<file path="config.mk">
export PLATFORM = sky130hd
export DESIGN_NAME = sign_compress_16
export DESIGN_NICKNAME = d
export VERILOG_FILES = /design/src/rtl/sign_compress_16.sv
export SDC_FILE = /design/constraint.sdc
export NUM_CORES = 1
export LEC_CHECK = 0
export CELL_PAD_IN_SITES_DETAIL_PLACEMENT = 1
export CELL_PAD_IN_SITES_GLOBAL_PLACEMENT = 2
export CORE_ASPECT_RATIO = 1.75
export CORE_UTILIZATION = 33
export CTS_CLUSTER_SIZE = 28
export DETAILED_ROUTE_END_ITERATION = 8
export PLACE_DENSITY = 0.81
export REMOVE_ABC_BUFFERS = 1
export SLEW_MARGIN = 20
export SYNTH_ARGS = -nofsm -noshare
export SYNTH_HDL_FRONTEND = slang
export SYNTH_SLANG_ARGS = --single-unit
</file>
<file path="constraint.sdc">
create_clock -name clk -period 4.3 [get_ports clk]
set_input_delay 0.86 -clock clk [delete_from_list [all_inputs] [get_ports clk]]
set_output_delay 0.86 -clock clk [all_outputs]
set_load 0.03 [all_outputs]
</file>
<file path="src/rtl/sign_compress_16.sv">
// Iterative sign compression: scans a 16-bit word MSB-down to find its minimum
// signed width, then packs it into a target field, saturating on overflow.
//
// state | meaning
// IDLE  | waiting for start, outputs hold last result
// SCAN  | comparing r[idx] against the sign bit, one bit per cycle
// DONE  | result registered, done pulses; a new start is accepted here
module sign_compress_16 #(
    parameter int DATA_W = 16
) (
    input  logic              clk,
    input  logic              rst,
    input  logic              start,
    input  logic [DATA_W-1:0] in_data,
    input  logic [4:0]        tgt_width,
    output logic              busy,
    output logic              done,
    output logic [4:0]        min_width,
    output logic [DATA_W-1:0] out_data,
    output logic              ovf
);

    typedef enum logic [1:0] {
        IDLE = 2'd0,
        SCAN = 2'd1,
        DONE = 2'd2
    } state_t;

    state_t            state;
    logic [DATA_W-1:0] r;
    logic [4:0]        t;
    logic [3:0]        idx;

    logic [4:0]        t_eff;
    logic              differ;
    logic              last;
    logic [4:0]        w;
    logic              fits;
    logic [DATA_W-1:0] low_mask;
    logic [DATA_W-1:0] half;
    logic [DATA_W-1:0] packed_val;

    // Out-of-range target widths fall back to the full operand width.
    assign t_eff = (tgt_width == 5'd0 || tgt_width > 5'd16) ? 5'd16 : tgt_width;

    assign differ = (r[idx] != r[DATA_W-1]);
    assign last   = (idx == 4'd0);
    assign w      = differ ? ({1'b0, idx} + 5'd2) : 5'd1;
    assign fits   = (w <= t);

    // t is always 1..16 here, so both shift amounts stay within 0..15.
    assign low_mask = {DATA_W{1'b1}} >> (5'd16 - t);
    assign half     = {{(DATA_W-1){1'b0}}, 1'b1} << (t - 5'd1);

    always_comb begin
        packed_val = '0;
        if (fits) begin
            packed_val = r & low_mask;
        end else if (r[DATA_W-1]) begin
            packed_val = half;
        end else begin
            packed_val = half - {{(DATA_W-1){1'b0}}, 1'b1};
        end
    end

    always_ff @(posedge clk) begin
        if (rst) begin
            state     <= IDLE;
            r         <= '0;
            t         <= 5'd16;
            idx       <= 4'd0;
            busy      <= 1'b0;
            done      <= 1'b0;
            min_width <= 5'd0;
            out_data  <= '0;
            ovf       <= 1'b0;
        end else begin
            done <= 1'b0;
            case (state)
                IDLE, DONE: begin
                    if (start) begin
                        r     <= in_data;
                        t     <= t_eff;
                        idx   <= 4'd14;
                        busy  <= 1'b1;
                        state <= SCAN;
                    end else begin
                        state <= IDLE;
                    end
                end
                SCAN: begin
                    if (differ || last) begin
                        min_width <= w;
                        ovf       <= ~fits;
                        out_data  <= packed_val;
                        done      <= 1'b1;
                        busy      <= 1'b0;
                        state     <= DONE;
                    end else begin
                        idx <= idx - 4'd1;
                    end
                end
                default: begin
                    busy  <= 1'b0;
                    state <= IDLE;
                end
            endcase
        end
    end

endmodule

</file>
* Word-level counts from Yosys, hierarchy flattened
Index checks and enable logic that the tools add are counted.
W data, S select, Z words.
** Word-level totals
- Output and inout port bits :: 24
- Word-level logic and storage cells :: 56
- Bits of input ports :: 24
- Flip-flop bits (word level) :: 51
** Cells by class
- Shift operators :: 2
- Magnitude comparators :: 3
- Muxes and demuxes :: 16
- Bitwise logic cells :: 3
- Reductions and logical operators :: 12
- Equality and inequality tests :: 6
- Add/subtract/negate cells :: 5
** Operators with widths (number)
- $mux W16 :: 2
- $and A16 B16 Y16 :: 1
- $shl A1 B5 Y16 const A :: 1
- $shr A16 B5 Y16 const A :: 1
- $sub A16 B1 Y16 const B :: 1
- $mux W5 :: 2
- $mux W4 :: 2
- $pmux W4 S2 :: 1
- $ne A2 B2 Y1 const B :: 3
- $reduce_and A2 Y1 :: 3
- $add A4 B2 Y5 const B :: 1
- $gt A5 B5 Y1 const B :: 1
- $le A5 B5 Y1 :: 1
- $logic_not A5 Y1 :: 1
- $lt A4 B5 Y1 const B :: 1
- $mux W1 :: 5
- $sub A5 B1 Y5 const B :: 1
- $sub A5 B5 Y5 const A :: 1
- $bmux W1 S4 :: 1
- $logic_not A4 Y1 :: 1
- $pmux W2 S2 :: 1
- $reduce_or A2 Y1 :: 2
- $sub A4 B1 Y4 const B :: 1
- $reduce_and A3 Y1 :: 1
- other kinds (9) :: 11

* Longest topological paths before layout
Gate-level depths: netlist of run 1.
- Depth in word-level cells :: 6
- Depth in mapped cells :: 15
- Depth with buffers taken out :: 12

* Worst setup path before layout of run 1
No wires, ideal clock.
- Kind :: register to register
- Start :: reg idx[2]
- End :: reg out_data[7]
- Stages on the path, launching flop included :: 14
- Slack :: 1.039 ns
- Required time :: 4.168 ns
- Buffers on the path :: 1
- Arrival time :: 3.129 ns
- Setup time :: 0.132 ns
- Period minus slack after synthesis :: 3.261 ns
- Path through :: dfxtp_1 -> mux4_2 -> mux2i_4 -> mux2i_4 -> xnor2_2 -> nor2_1 -> ha_1 -> and4_1 -> a21oi_1 -> o31a_1 -> clkbuf_1 -> o21ai_0 -> o211ai_1 -> a21oi_2
** Between the ends
- Word-level cells in the longest chain between the ends :: 6
- Elaborated cells between the ends (all ways) :: 10
- Classes of those cells :: add/sub (1); order compare (1); eq/ne (1); mux (4); reduce/logical (3)
** Ends and longest elaborated chain
- start: declaration :: RTL line 32 : logic [3:0] idx;
- start signal: assignment :: RTL line 100 : idx <= idx - 4'd1;
- $bmux W1 S4 :: RTL line 46 : assign differ = (r[idx] != r[DATA_W-1]);
- $mux W1 (not written as such) :: RTL line 46
- $ne A1 B1 Y1 :: RTL line 46
- $mux W5 (*) :: RTL line 48 : assign w = differ ? ({1'b0, idx} + 5'd2) : 5'd1;
- net w[3] :: RTL line 37 : logic [4:0] w;
- $le A5 B5 Y1 (*) :: RTL line 49 : assign fits = (w <= t);
- $mux W16 (*) :: RTL line 57 : if (fits) begin
- end signal: assignment :: RTL line 95 : out_data <= packed_val;
- end: declaration :: RTL line 19 : output logic [DATA_W-1:0] out_data,
The timed path passes the listed nets; every way through them passes the cells marked *. The select of a mux whose other input is x is not followed.
A chain may end at the register's enable or synchronous reset.

* Final worst setup path of run 1
- Start :: reg idx[1]
- End :: reg out_data[15]
Same word-level chain as after synthesis.

==> results of run 1 <==
routing by layer:
metal,up-vias,GRT usage,wire length [µm]
li1,1631,-,-
met1,1761,0.2523,4736
met2,69,0.4233,6719
met3,30,0.02820,348
met4,0,0.1109,527
met5,-,0,0
layout make-up:
cell class,instances,area [µm²],area share
Multi-Input combinational cell,331,2308,0.5420
Sequential cell,51,1021,0.2397
Timing Repair Buffer,56,538.0,0.1263
Tap cell,127,158.9,0.03731
Clock buffer,5,125.1,0.02938
Inverter,17,63.81,0.01498
Clock inverter,3,43.79,0.01028
worst paths after layout:
kind / startpoint / endpoint / slack, ns / depth (start not counted)
worst min register to register: ovf$_SDFFE_PP0P_ / ovf$_SDFFE_PP0P_ / 0.46 / 2
worst max register to register: idx[1]$_SDFFE_PP0P_ / out_data[15]$_SDFFE_PP0P_ / 0.37 / 13
worst min-delay path: ovf$_SDFFE_PP0P_ / ovf$_SDFFE_PP0P_ / 0.46 / 2
worst max-delay path: idx[1]$_SDFFE_PP0P_ / out_data[15]$_SDFFE_PP0P_ / 0.37 / 13
per-stage QoR:
step	cell area, µm²	worst slack [ns]	cells	hold slack (ns)	util
global route	4259	0.09514	590	0.4784	0.4111
CTS	4257	0.3923	590	0.4600	0.4108
finish	4259	0.3666	590	0.4565	0.4111
global placement	4088	0.6209	582	0.4463	0.3945
detailed placement	4088	0.4196	582	0.4484	0.3945
floorplan	3391	0.6352	399	0.4440	-
cell families after synthesis:
family / count (synthesis) / synth area share
AND/OR/NAND/NOR: 147 / 0.2036
XOR/XNOR: 13 / 0.03417
adder cells (fa/ha/maj): 19 / 0.06693
multiplexers: 22 / 0.09722
buffers and inverters: 49 / 0.06340
AO/OA/AOI/OAI: 130 / 0.2473
flip-flops: 51 / 0.2874
power by group through the flow:
stage	registers (mW)	clock network, mW	logic, mW
after floorplan	0.602	0	0.308
after global placement	0.570	0	0.538
after detailed placement	0.571	0	0.552
after CTS	0.560	0.485	0.555
after global routing	0.566	0.504	0.600
final	0.560	0.474	0.556
sequential cells by signal, summed over array words and instances, names as in the netlist:
signal	cells
r	16
done	1
ovf	1
out_data	16
min_width	5
busy	1
idx	4
state	2
t	5
critical path, cell delays in order (launching register included):
cell and delay (ns):
dfxtp_1 0.55, mux4_1 0.66, mux2i_4 0.22, mux2i_4 0.10, xnor2_2 0.28, nor2_1 0.09
ha_1 0.29, and4_1 0.21, a21oi_1 0.19, o31a_1 0.48, buf_4 0.30, nand3_1 0.10
a31o_2 0.24, a31oi_1 0.16
Yosys cell counts, types with 7 or more instances:
| library cell | number | area (µm²) |
|---|---|---|
| nand2_1 | 56 | 210.2 |
| dfxtp_1 | 51 | 1021 |
| a21oi_1 | 39 | 195.2 |
| nor2_1 | 31 | 116.4 |
| clkbuf_1 | 19 | 71.32 |
| ha_1 | 19 | 237.7 |
| o21ai_0 | 16 | 80.08 |
| inv_1 | 15 | 56.30 |
| a31oi_1 | 13 | 81.33 |
| mux2i_1 | 9 | 90.09 |
| a211oi_1 | 8 | 60.06 |
| buf_2 | 8 | 40.04 |
| o21ai_1 | 8 | 40.04 |
| nand2b_1 | 7 | 43.79 |
| nand3_1 | 7 | 35.03 |
| xnor2_1 | 7 | 61.31 |
==> run metrics, run 1 <==
initial antenna violation count 0; Critical Path Start Type flop; CTS clk-pin slew, worst paths 0.07 ns; Distinct cells, synth 73; Clock Skews 0.008383 ns; # IOs 48; total CTS buffers 5; die height 139.2 µm; Antenna Nets Post-Route 0; critical-path maximum fanout 13; clock share of power 0.298; HPWL Detailed 9.122 mm; area grow syn2layout 19.90%; global-route wire length before repair 19.73 mm; core area 10360 µm²; Antenna Cells 0; status finished clean; die area 11200 µm²; filler cell count in the final layout 1252; Slew Limit Headroom 0.4187; Fin Setup TNS 0 ns; most frequent cells in the layout nand2_1, dfxtp_1, clkdlybuf4s50_1; worst vdd ir 0.0001719 V; RSZ-0062 raised after global routing no; final setup vio count 0; final hold viol count 0; post-synthesis register bit count 51; top_reg_cell synth dfxtp_1; hold_buf cts 0; First-pass DRT Iterations 4; Internal 1.001 mW; f_max 0.2542 GHz; Layout Nets 505; logic gate share of total power 0.350; clock sink total 51; Setup Buffers After CTS 0; Initial Util 0.3428; IO buf count 47; routability congestion estimate 0.9050; max-cap violations 0; Pwr Total 1.590 mW; Final min period 3.933 ns; layout cell share with drive strength beyond 1 0.1188; clk root buf clkbuf_16; Longest Clk Path Bufs 2; Avg Cell Area, Syn 8.242 µm²; fin. max-slew vios 0; std cell rows 49; Worst Max-Slew Pin Slew 0.8658 ns; Vias 3491; routed length per instance 20.90 µm; CTS tree built; Post-route DRC 0; CTS H-tree depth 2; largest net degree at the start of global routing 39; Sw Ratio 0.3706; vias in the first global route 3619; PostCTS Resize Cnt 0; Tightest Hold Check Type flop to flop; initial drt markers 162; Congestion Overflow GR 0; register share of total power 0.352; Die W 80.43 µm; Routed Wire Length 12.33 mm; synthesized cell area 3552 µm²; most common cell after layout, fill and taps aside nand2_1; pwr/cell area 373.4 nW/µm²; Critical Path AT 4.16 ns; Yosys warning count 0; Via-to-Cell Ratio 5.917; WS Path Type flop to flop; sw power 0.5894 mW; Tot GR Track Use 0.2307; Post-Syn Instances 431; asr flop ratio synth 0; count of flip-flops with a built-in enable after synthesis 0; period utilisation layout 0.9148; sequential area share after synthesis 0.2874; Worst-Skew Late Latency 0.30 ns; P_leak 1.539 nW; Worst EP required 4.52 ns; CP endpoint kind flop
Note: power is estimated with default switching activity, not from simulation.
==> run 2: changes to the inputs <==
--- a/config.mk
+++ b/config.mk
@@ -8,10 +8,11 @@
 export CELL_PAD_IN_SITES_DETAIL_PLACEMENT = 1
 export CELL_PAD_IN_SITES_GLOBAL_PLACEMENT = 2
 export CORE_ASPECT_RATIO = 1.75
-export CORE_UTILIZATION = 33
-export CTS_CLUSTER_SIZE = 28
+export CORE_UTILIZATION = 34
+export CTS_BUF_LIST = sky130_fd_sc_hd__clkbuf_4 sky130_fd_sc_hd__clkbuf_8
+export CTS_CLUSTER_SIZE = 40
 export DETAILED_ROUTE_END_ITERATION = 8
-export PLACE_DENSITY = 0.81
+export PLACE_DENSITY = 0.83
 export REMOVE_ABC_BUFFERS = 1
 export SLEW_MARGIN = 20
 export SYNTH_ARGS = -nofsm -noshare
==> run metrics, run 2 (synthesis gave the netlist of run 1 again) <==
status finished clean; vias in the first global route 3464; Levels on crit path 12; RSZ-0062 raised after global routing no; Tightest Hold Check Type flop to flop; die area 10880 µm²; Clock Skews 0.008576 ns; Worst EP required 4.55 ns; global-route wire length before repair 18.82 mm; Initial Util 0.3469; Slew Limit Headroom 0.3269; Longest Clk Path Bufs 2; clk root buf clkbuf_8; P_leak 1.531 nW; CTS H-tree depth 2; clock share of power 0.253; Vias 3443; wire length on met2 6.640 mm; logic gate share of total power 0.374; met1 WL 4.669 mm; Pwr Total 1.493 mW; final setup vio count 0; CP endpoint kind flop; initial drt markers 177; Antenna Nets Post-Route 0; PostCTS Resize Cnt 0; Setup Buffers After CTS 0; Critical Path AT 4.19 ns; register share of total power 0.374; most frequent cells in the layout nand2_1, dfxtp_1, clkdlybuf4s50_1; Post-route DRC 0; highest routing layer actually used met4; critical-path maximum fanout 9; worst vdd ir 0.0001693 V; CP delay by family, top compound AO/OA/AOI/OAI gates; CTS clk-pin slew, worst paths 0.11 ns; worst path bufs/invs 0; HPWL Detailed 9.074 mm; Layout Nets 507; Worst Max-Slew Pin Slew 1.002 ns; std cell rows 49; critical path endpoint out_data[12]$_SDFFE_PP0P_; Tot GR Track Use 0.2282; Fin Setup TNS 0 ns; Sw Ratio 0.3828; Worst path max stage delay 0.81 ns; pwr/cell area 352.8 nW/µm²; final hold viol count 0; total CTS buffers 5; Worst-Skew Late Latency 0.33 ns; CTS tree built; layout cell share with drive strength beyond 1 0.1204; origin of the critical flop-to-flop path idx[1]$_SDFFE_PP0P_; clock sink total 51; met3 WL 286 µm; Critical Path Source idx[1]$_SDFFE_PP0P_; max-cap violations 0; Critical Path Start Type flop; First-pass DRT Iterations 4; sw power 0.5716 mW; Die W 79.27 µm; Congestion Overflow GR 0; Antenna Cells 0; f_max 0.2538 GHz; R2R Setup Slk 0.36 ns; WS Path Type flop to flop; routed length per instance 20.18 µm; largest net degree at the start of global routing 39; Critical Path, Cell by Cell mux4_1 > mux2i_4 > mux2i_4 > xnor2_2 > nor2_1 > ha_1 > o21ai_0 > a21oi_1 > o31ai_1 > and3_1 > o21ai_0 > a41oi_1; hold_buf cts 0; Internal 0.9214 mW; R2R depth 12; initial antenna violation count 0; top flop regs out_data: 16 flops, r: 16 flops; die height 137.2 µm; master of the slowest instance on the critical path o31ai_1; IO buf count 47; fin. max-slew vios 0; Final min period 3.940 ns; period utilisation layout 0.9163; most common cell after layout, fill and taps aside nand2_1; area grow syn2layout 19.13%; Routed Wire Length 11.95 mm; core area 10240 µm²; # IOs 48; r2r endpoint out_data[12]$_SDFFE_PP0P_; Via-to-Cell Ratio 5.816; routability congestion estimate 0.8975
[run 2: area by class of cell]
type                       count  area, µm²
tap                          127      158.9
fill                        1236       6007
timing repair buffer          58      560.5
inverter                      17      63.81
sequential                    51       1021
clock buffer                   6      82.58
multi-input combinational    331       2306
clock inverter                 2      38.79
[run 2: routing by layer]
metal | up-vias | global-route usage
met1 | 1724 | 0.2550
met4 | 0 | 0.1040
met5 | - | 0
met3 | 19 | 0.01854
met2 | 71 | 0.4291
li1 | 1629 | -
[run 2: stage by stage]
step	hold slack [ns]	area (µm²)	util	worst slack (ns)	instances
2_1_floorplan	0.4440	3391	-	0.6352	399
3_3_place_gp	0.4463	4095	0.4000	0.5786	583
3_5_place_dp	0.4491	4095	0.4000	0.4136	583
4_1_cts	0.4661	4217	0.4118	0.3882	591
5_1_grt	0.4801	4232	0.4133	0.08169	592
6_report	0.4622	4232	0.4133	0.3601	592
[run 2: tightest hold or removal path, cell delays in order, from the launching register on]
cell     delay, ns
dfxtp_1       0.33
nand2_2       0.06
a21oi_2       0.04
[run 2: power by group through the flow]
| stage | registers [mW] | clock network (mW) | logic [mW] |
|---|---|---|---|
| floorplan | 0.602 | 0 | 0.308 |
| global placement | 0.568 | 0 | 0.541 |
| detailed placement | 0.569 | 0 | 0.552 |
| CTS | 0.558 | 0.385 | 0.555 |
| global route | 0.563 | 0.404 | 0.607 |
| finish | 0.558 | 0.377 | 0.558 |
[run 2: worst min path at each step]
stage / from / to / slack (ns) / depth (start not counted)
after global placement: ovf$_SDFFE_PP0P_ / ovf$_SDFFE_PP0P_ / 0.45 / 2
after detailed placement: out_data[4]$_SDFFE_PP0P_ / out_data[4]$_SDFFE_PP0P_ / 0.45 / 2
final: ovf$_SDFFE_PP0P_ / ovf$_SDFFE_PP0P_ / 0.46 / 2
after global routing: ovf$_SDFFE_PP0P_ / ovf$_SDFFE_PP0P_ / 0.48 / 2
after CTS: out_data[4]$_SDFFE_PP0P_ / out_data[4]$_SDFFE_PP0P_ / 0.47 / 2
after floorplan: r[11]$_SDFFE_PP0P_ / r[11]$_SDFFE_PP0P_ / 0.44 / 2
==> run 3: changes to the inputs <==
--- a/config.mk
+++ b/config.mk
@@ -5,6 +5,7 @@
 export SDC_FILE = /design/constraint.sdc
 export NUM_CORES = 1
 export LEC_CHECK = 0
+export CAP_MARGIN = 30
 export CELL_PAD_IN_SITES_DETAIL_PLACEMENT = 1
 export CELL_PAD_IN_SITES_GLOBAL_PLACEMENT = 2
 export CORE_ASPECT_RATIO = 1.75
==> run metrics, run 3 (synthesis gave the netlist of run 1 again) <==
routability congestion estimate 0.8975; top flop regs out_data: 16 flops, r: 16 flops; initial drt markers 169; clk root buf clkbuf_8; die area 10880 µm²; vias in the first global route 3491; area grow syn2layout 18.60%; total CTS buffers 5; worst vdd ir 0.0001667 V; CTS tree built; CP endpoint kind flop; Tot GR Track Use 0.2279; R2R Setup Slk 0.39 ns; largest net degree at the start of global routing 39; PostCTS Resize Cnt 0; Layout Nets 507; critical-path maximum fanout 14; Post-route DRC 0; fin. max-slew vios 0; hold_buf cts 0; Area after DPL 4106 µm²; Hold Slack 0.4614 ns; most common cell after layout, fill and taps aside nand2_1; Antenna Cells 0; Critical Path Start Type flop; IO buf count 47; Initial Util 0.3469; Antenna Nets Post-Route 0; Final min period 3.911 ns; Congestion Overflow GR 0; Worst EP required 4.56 ns; pwr/cell area 346.6 nW/µm²; P_leak 1.518 nW; Routed Wire Length 11.85 mm; HPWL Detailed 9.109 mm; Fin Setup TNS 0 ns; Tightest Hold Check Type flop to flop; RSZ-0062 raised after global routing no; Critical Path AT 4.17 ns; First-pass DRT Iterations 4; Clock Skews 0.01379 ns; # IOs 48; Via-to-Cell Ratio 5.787; std cell rows 49; clock sink total 51; Setup Buffers After CTS 0; core area 10240 µm²; final setup vio count 0; Die W 79.27 µm; layout cell share with drive strength beyond 1 0.1185; Worst-Skew Late Latency 0.32 ns; period utilisation layout 0.9095; initial antenna violation count 0; Vias 3420; die height 137.2 µm; f_max 0.2557 GHz; routed length per instance 20.06 µm; post-route cell area 4213 µm²; global-route wire length before repair 18.66 mm; CTS clk-pin slew, worst paths 0.10 ns; most frequent cells in the layout nand2_1, dfxtp_1, clkdlybuf4s50_1; Longest Clk Path Bufs 2; WS Path Type flop to flop; max-cap violations 0; status finished clean; Slew Limit Headroom 0.3344; final hold viol count 0; Worst Max-Slew Pin Slew 0.9912 ns; CTS H-tree depth 2
run 3: changes by cell type in the layout (fill, tap and decap cells not counted):
cell	delta
inv_6	-1
buf_6	+1
clkinvlp_4	+1
clkbuf_8	-1
buf_8	-1
run 3: final cells by class:
cell class                      count  area (µm²)
Tap cell                          127       158.9
Fill cell                        1248        6026
Clock buffer                        5       68.82
Inverter                           17       63.81
Clock inverter                      2       37.54
Timing Repair Buffer               58       556.8
Multi-Input combinational cell    331        2306
Sequential cell                    51        1021
run 3: worst paths after layout:
check,startpoint,end,depth (start not counted)
worst min-delay path,ovf$_SDFFE_PP0P_,ovf$_SDFFE_PP0P_,2
worst max-delay path,idx[1]$_SDFFE_PP0P_,out_data[15]$_SDFFE_PP0P_,13
worst min register to register,ovf$_SDFFE_PP0P_,ovf$_SDFFE_PP0P_,2
worst max register to register,idx[1]$_SDFFE_PP0P_,out_data[15]$_SDFFE_PP0P_,13
run 3: power breakdown:
| part | internal (mW) | total, mW | switching, mW |
|---|---|---|---|
| clock network | 0.171 | 0.346 | 0.176 |
| registers | 0.512 | 0.558 | 0.0463 |
| logic | 0.217 | 0.556 | 0.339 |
run 3: routing by layer:
metal  vias to the layer above  wire [µm]  GRT usage  share of wire
li1                       1624          -          -              -
met1                      1704       4608     0.2484           0.39
met2                        63       6529     0.4262           0.55
met3                        29        252    0.01921          0.021
met4                         0        463     0.1232          0.039
met5                         -          0          0              0
run 3: per-stage QoR:
stage	worst slack, ns	util	total power [mW]	std cells
6_report	0.3890	0.4115	1.460	591
5_1_grt	0.08702	0.4115	1.542	591
4_1_cts	0.3988	0.4115	1.472	591
3_5_place_dp	0.4146	0.4011	1.124	584
3_3_place_gp	0.5786	0.4000	1.109	583
2_1_floorplan	0.6352	-	0.9103	399
run 3: worst max-delay path: stages, from the launching register on:
cell	delay (ns)
dfxtp_1	0.57
mux4_1	0.66
mux2i_4	0.20
mux2i_4	0.10
xnor2_2	0.27
nor2_1	0.09
ha_1	0.29
and4_1	0.20
a21oi_1	0.19
o31a_1	0.52
buf_4	0.26
nand3_1	0.09
a31o_2	0.25
a31oi_1	0.16
